File: config.mk
export PLATFORM = sky130hd
export DESIGN_NAME = wbchk_exp_mem
export DESIGN_NICKNAME = d
export VERILOG_FILES = /design/src/rtl/wbchk_exp_mem.sv
export SDC_FILE = /design/constraint.sdc
export NUM_CORES = 1
export LEC_CHECK = 0
export CORE_ASPECT_RATIO = 0.6
export CORE_MARGIN = 5
export CORE_UTILIZATION = 50
export CTS_CLUSTER_DIAMETER = 80
export DETAILED_ROUTE_END_ITERATION = 10
export DONT_BUFFER_PORTS = 1
export GPL_ROUTABILITY_DRIVEN = 0
export MAX_ROUTING_LAYER = met4
export PLACE_DENSITY = 0.7
export SLEW_MARGIN = 10
export SYNTH_ARGS = -nofsm -noshare
export SYNTH_HDL_FRONTEND = slang
export SYNTH_SLANG_ARGS = --single-unit
File: constraint.sdc
create_clock -name clk -period 5.3 [get_ports clk]
set_input_delay 0.53 -clock clk [delete_from_list [all_inputs] [get_ports clk]]
set_output_delay 0.53 -clock clk [all_outputs]
set_load 0.02 [all_outputs]
File: src/rtl/wbchk_exp_mem.sv
// Expected-write table: DEPTH entries of {register, data}, one synchronous
// write port and an asynchronous read port addressed by the run index.
// Contents are deliberately not reset so a table survives a reset and can be
// reused for another run.
module wbchk_exp_mem #(
  parameter int DEPTH  = 16,
  parameter int REG_AW = 5,
  parameter int DATA_W = 32,
  parameter int AW     = 4
) (
  input  logic              clk,
  input  logic              we,
  input  logic [AW-1:0]     waddr,
  input  logic [REG_AW-1:0] wreg,
  input  logic [DATA_W-1:0] wdata,
  input  logic [AW-1:0]     raddr,
  output logic [REG_AW-1:0] rreg,
  output logic [DATA_W-1:0] rdata
);

  logic [REG_AW+DATA_W-1:0] mem [DEPTH];

  // Store an entry; addresses past the table end are dropped.
  always_ff @(posedge clk) begin
    if (we && (int'(waddr) < DEPTH)) begin
      mem[waddr] <= {wreg, wdata};
    end
  end

  // Combinational lookup of the entry the next WB event is compared against.
  always_comb begin
    rreg  = '0;
    rdata = '0;
    if (int'(raddr) < DEPTH) begin
      {rreg, rdata} = mem[raddr];
    end
  end

endmodule

==> results of run 1 <==
cell families (layout without fill, tap and decap cells):
logic type	Yosys count	count (layout)	share of synthesized area (%)
and+or+nand+nor	64	64	1.22
AOI/OAI and AO/OA	74	74	2.50
buffers and inverters	48	115	1.19
DFF	592	592	80.1
muxes	148	148	15.0
per-layer routing:
metal / global-route usage, % / vias to the layer above
met3: 5.18 / 52
met4: 3.10 / 0
met2: 26.5 / 418
li1: - / 4039
met5: - / -
met1: 29.2 / 5202
metrics by stage:
stage / total power, W / area [um2] / std cells
2_1_floorplan: 0.00568 / 22200 / 926
3_5_place_dp: 0.00572 / 22900 / 1477
3_3_place_gp: 0.00572 / 22900 / 1477
5_1_grt: 0.00938 / 24500 / 1572
4_1_cts: 0.00915 / 24500 / 1572
6_report: 0.00908 / 24500 / 1572
critical path, stage by stage:
cell and delay, ps:
nor2b_4 600, buf_4 450, a22oi_1 170, nand2_1 280
cells in the mapped netlist:
cell and instances:
edfxtp_1 592, mux4_2 148, a22oi_1 74, nand2_1 38, clkbuf_1 21, nor2_1 13, buf_1 9, buf_4 7
buf_6 7, buf_2 4, nor3_1 4, nand2b_1 2, nand3b_1 2, nor2b_1 2, and2_1 1, nand3_1 1
or3b_2 1
power groups by stage:
| stage | Combinational, W | Sequential, W | Clock (W) |
|---|---|---|---|
| 2_1_floorplan | 0.000314 | 0.00536 | 0 |
| 3_3_place_gp | 0.000350 | 0.00537 | 0 |
| 3_5_place_dp | 0.000350 | 0.00537 | 0 |
| 4_1_cts | 0.000352 | 0.00527 | 0.00353 |
| 5_1_grt | 0.000366 | 0.00527 | 0.00374 |
| 6_report | 0.000347 | 0.00527 | 0.00346 |
path summary, 6_finish.rpt:
path,start,endpoint,slack (ps),depth (start not counted)
max,raddr[2],rdata[24],2740,4
min,wreg[4],mem[14][36],50,0
layout make-up:
| class | count | area (um2) | area share (%) |
|---|---|---|---|
| clock buffers | 69 | 1390 | 5.66 |
| clock inverters | 26 | 148 | 0.603 |
| multi-input cells | 286 | 4290 | 17.5 |
| flip-flops and latches | 592 | 17800 | 72.6 |
| well taps | 579 | 724 | 2.96 |
| repair buffers | 20 | 150 | 0.613 |
==> flow_summary_export.csv, run 1 <==
group,metric,value,unit
run_status,outcome,"finished clean",
routing,drc,0,
power,comb_power_share,3.8,%
routing,viasPerCell,6.18,
routing,ant_nets,0,
finish,top_regs,"mem x592",
setup_path,path_class,"in -> out",
finish,layout.nets,999,
clock_network,clock_path_buffers,3,
timing,fin_crit,2560,ps
clock_network,root_buffer,"clkbuf_16",
power,power_density,371,nW/um2
finish,n_fill_cell,3129,
die,num_io_pins,84,
power,switching_share,19.7,%
timing,finalCritPeriodShare,48.4,%
routing,wl_met2,20.0,mm
clock_network,numClockSinks,592,
timing,setup_violations,0,
die,die-area,48900,um2
finish,regMostFlops,"mem",
clock_network,postCtsSetupBuffers,0,
power,clkPwrFrac,38.1,%
timing,slew_headroom,24.8,%
routing,drtIter0Drc,1065,
routing,vias,9711,
synthesis,syn-instance-count,926,
hold_path,hold_path.class,"in -> reg",
setup_path,critPathMaxFanout,21,
clock_network,cts_hold_buf,0,
clock_network,cts_resized,0,
finish,final_cell_mix,"edfxtp_1 (592), mux4_2 (148), a22oi_1 (74), clkbuf_16 (53), nand2_1 (38)",
routing,firstDrtPassIters,5,
global_route,grt.total_usage,19.0,%
power,p_leak,7.50,nW
timing,fin_ws,2740,ps
timing,slew_violations,0,
clock_network,htree_levels,2,
global_route,antenna_found_initial,1,
finish,area_delta_synth_final,10.3,%
synthesis,yosys.area.top_type,"edfxtp_1",
timing,max_freq,390,MHz
synthesis,synth-seq-area-share,80.1,%
timing,whs,53.7,ps
die,core,43600,um2
clock_network,clkSlewWorstSetupHoldPaths,60,ps
routing,wl_per_cell,28.7,um
synthesis,synth.net_count,973,
routing,top_layer,"met4",
die,start_util,50.9,%
synthesis,yosysTopAreaCellShare,80.1,%
global_route,grt_pass1_vias,10100,
power,ir_worst_vdd,0.196,mV
setup_path,worstPathRequired,4770,ps
clock_network,cts_made_buffers,52,
timing,tns,0,ps
die,die_w,282,um
routing,dr_wl_met3,4.52,mm
setup_path,end_kind,"output port",
global_route,grt_first_pass_wirelength,66.9,mm
finish,num_antenna_cells,0,
die,die_h,173,um
clock_network,cts_tree,"done",
finish,postLayoutCoreUtil,56.1,%
synthesis,ys_ff_latch,592,
power,p_seq_share,58.0,%
job,drv_cap,0,
placement,dp_hpwl,23.3,mm
placement,portBuffers,0,
timing,worst_pin_slew,1130,ps
finish,final_common_cell,"edfxtp_1",
timing,timing.final.hold_violations,0,
finish,largest_register_ffs,592,
finish,final_layout_size_suffix_gt1_share,26.0,%
synthesis,synth_cell_types,17,
synthesis,synth_area_per_cell,24.0,um2
routing,wl,45.1,mm
routing,wl_met1,20.1,mm
die,row_count,59,
setup_path,critPathLaunchType,"input pin",
placement,post-place-ws,2730,ps
setup_path,cp.arrival,2030,ps
synthesis,synth.area.top_cells,"edfxtp_1 (80%), mux4_2 (15%), a22oi_1 (2.5%)",
timing,rsz0062_at_grt,"no",
global_route,grt_max_degree,149,
power,p_int,0.00729,W
synthesis,synth.cell_area,22200,um2
global_route,grt_overflow_total,0,
synthesis,ys_warn_count,0,
power,p_sw,0.00179,W
Note: power is estimated with default switching activity, not from simulation.
==> inputs of run 2 (changes only) <==
- ABC_AREA: default -> 1
- PLACE_DENSITY: 0.7 -> 0.73
- clock period: 5.3 -> 2.2 ns (I/O delays scaled with it)
==> flow_summary_export.csv, run 2 <==
group,metric,value,unit
synthesis,synth.cell_area,25500,um2
clock_network,cts_tree,"done",
power,clkPwrFrac,38.6,%
global_route,grt_pass1_vias,15900,
power,p_leak,11.8,nW
routing,wl_per_cell,18.7,um
synthesis,synth.area.top_cells,"edfxtp_1 (70%), nand2_1 (12%), nand3_1 (8.7%)",
die,die-area,55700,um2
routing,drtIter0Drc,1811,
setup_path,crit_top_cell,"nand2_1",
synthesis,synth_cell_types,14,
global_route,grt_overflow_total,0,
job,drv_cap,0,
clock_network,cts_resized,0,
power,switching_share,21.3,%
synthesis,synth_area_per_cell,10.6,um2
placement,placed_area,26300,um2
die,die_h,185,um
finish,final_cell_mix,"nand2_1 (782), edfxtp_1 (592), inv_1 (446), nand3_1 (445), clkbuf_16 (53)",
finish,regMostFlops,"mem",
synthesis,synthFlopType,"edfxtp_1",
run_status,violations,"negative setup slack",
finish,final_layout_size_suffix_gt1_share,4.98,%
synthesis,ys_warn_count,0,
die,row_count,64,
global_route,antenna_found_initial,3,
finish,final_cell_area,28300,um2
routing,vias,16400,
setup_path,critPathSlowestCell,"inv_8",
setup_path,slowest_delay,420,ps
routing,ant_nets,0,
timing,worst_pin_slew,709,ps
timing,max_freq,452,MHz
synthesis,synth_most_common_cell,"nand2_1",
synthesis,yosys.area.top_type,"edfxtp_1",
synthesis,yosysTopAreaCellShare,69.8,%
routing,wl,58.8,mm
setup_path,end_kind,"output port",
setup_path,critPathMaxFanout,297,
finish,instances_no_fill,3149,
timing,fin_ws,-11.7,ps
routing,drc,0,
synthesis,syn-instance-count,2409,
die,start_util,50.2,%
timing,whs,286,ps
timing,timing.final.hold_violations,0,
placement,portBuffers,0,
clock_network,root_buffer,"clkbuf_16",
finish,area_delta_synth_final,11.0,%
placement,dp_hpwl,28.7,mm
synthesis,async_reset_ff_share,0,%
synthesis,synth_edf_count,592,
synthesis,ys_ff_latch,592,
finish,n_fill_cell,4052,
setup_path,critPathLaunchType,"input pin",
clock_network,htree_levels,2,
power,power_density,810,nW/um2
finish,multi_input_area,5360,um2
setup_path,path_class,"in -> out",
synthesis,yosys-top-cells-count,"nand2_1 (782), edfxtp_1 (592), inv_1 (447)",
clock_network,clock_path_buffers,3,
clock_network,cts_made_buffers,52,
global_route,grt_first_pass_wirelength,90.6,mm
finish,postLayoutCoreUtil,55.7,%
die,num_io_pins,84,
routing,viasPerCell,5.20,
setup_path,cp.arrival,1990,ps
finish,largest_register_ffs,592,
power,comb_power_share,5.9,%
clock_network,numClockSinks,592,
power,p_int,0.0180,W
die,die_w,301,um
placement,dp_cells,3016,
power,p_sw,0.00487,W
hold_path,hold_end,"mem[13][30]",
timing,finalCritPeriodShare,101,%
timing,setup_violations,2,
hold_path,hold_path_depth,2,
finish,seq_area,17800,um2
global_route,grt.total_usage,21.7,%
global_route,grt_max_degree,298,
timing,slew_violations,0,
hold_path,hold_path.class,"in -> reg",
power,p_seq_share,55.5,%
setup_path,worstPathRequired,1980,ps
clock_network,postCtsSetupBuffers,0,
routing,firstDrtPassIters,5,
timing,fin_crit,2210,ps
synthesis,synth.net_count,2456,
finish,layout.nets,2461,
power,ir_worst_vdd,0.634,mV
run_status,outcome,"complete, but fails checks",
finish,final_common_cell,"nand2_1",
finish,top_regs,"mem x592",
timing,slew_headroom,52.7,%
synthesis,synth-seq-area-share,69.8,%
clock_network,clkSlewWorstSetupHoldPaths,70,ps
timing,rsz0062_at_grt,"no",
die,core,50700,um2
hold_path,hp-start,"waddr[0]",
setup_path,path_cells,"inv_8 -> buf_12 -> nand2_1 -> nand2_1 -> nand2_1 -> nand3_1 -> nand3_1 -> nand2_1",
## run 2: worst max-delay path: cells and delay by family
family / cells / cell delay, ps
buffers and inverters: 2 / 750
AND/OR/NAND/NOR: 6 / 670
## run 2: kinds of logic (layout without fill, tap and decap cells)
group / count (synthesis) / in the layout / synth area share (%)
buffers and inverters: 571 / 614 / 9.61
flip-flops: 592 / 592 / 69.8
other: 0 / 4 / 0
AND/OR/NAND/NOR: 1246 / 1246 / 20.6
## run 2: repair_timing
action,CTS,global route
setup endpoints to repair,0,0
hold buffers,37,0
hold endpoints to repair,592,0
## run 2: power groups by stage
stage	logic, W	registers [W]	clock network, W
6_report	0.00136	0.0127	0.00882
5_1_grt	0.00151	0.0127	0.00948
4_1_cts	0.00137	0.0127	0.00898
3_5_place_dp	0.00117	0.0129	0
3_3_place_gp	0.00114	0.0129	0
2_1_floorplan	0.00101	0.0129	0
## run 2: layer usage
| metal | track usage [%] | vias up | wire length, um |
|---|---|---|---|
| met5 | - | - | 0 |
| met4 | 5.41 | 0 | 1390 |
| met3 | 4.36 | 118 | 5120 |
| met2 | 34.4 | 673 | 27500 |
| met1 | 29.2 | 7812 | 24800 |
| li1 | - | 7778 | - |
## run 2: metrics by stage
stage	power, W	worst slack, ps	TNS (ps)
floorplan	0.0139	-229	-84710
global placement	0.0141	521	0
detailed placement	0.0141	446	0
CTS	0.0230	320	0
global route	0.0237	235	0
finish	0.0229	-11.7	-21.3
## run 2: worst max path at each step
stage / from / end / slack, ps / cells after the start
global route: raddr[0] / rdata[22] / 230 / 8
finish: raddr[0] / rdata[22] / -10 / 8
CTS: mem[15][1] / rdata[1] / 320 / 6
global placement: raddr[0] / rdata[17] / 520 / 8
floorplan: waddr[2] / mem[10][0] / -230 / 2
detailed placement: raddr[0] / rdata[22] / 450 / 8
## run 2: layout make-up
cell class              count  area share, %
diodes                      4         0.0354
clock buffers              62           4.81
clock inverters            30          0.912
inverters                 450           6.01
multi-input cells        1246           19.0
flip-flops and latches    592           62.9
well taps                 693           3.07
repair buffers             72           3.26
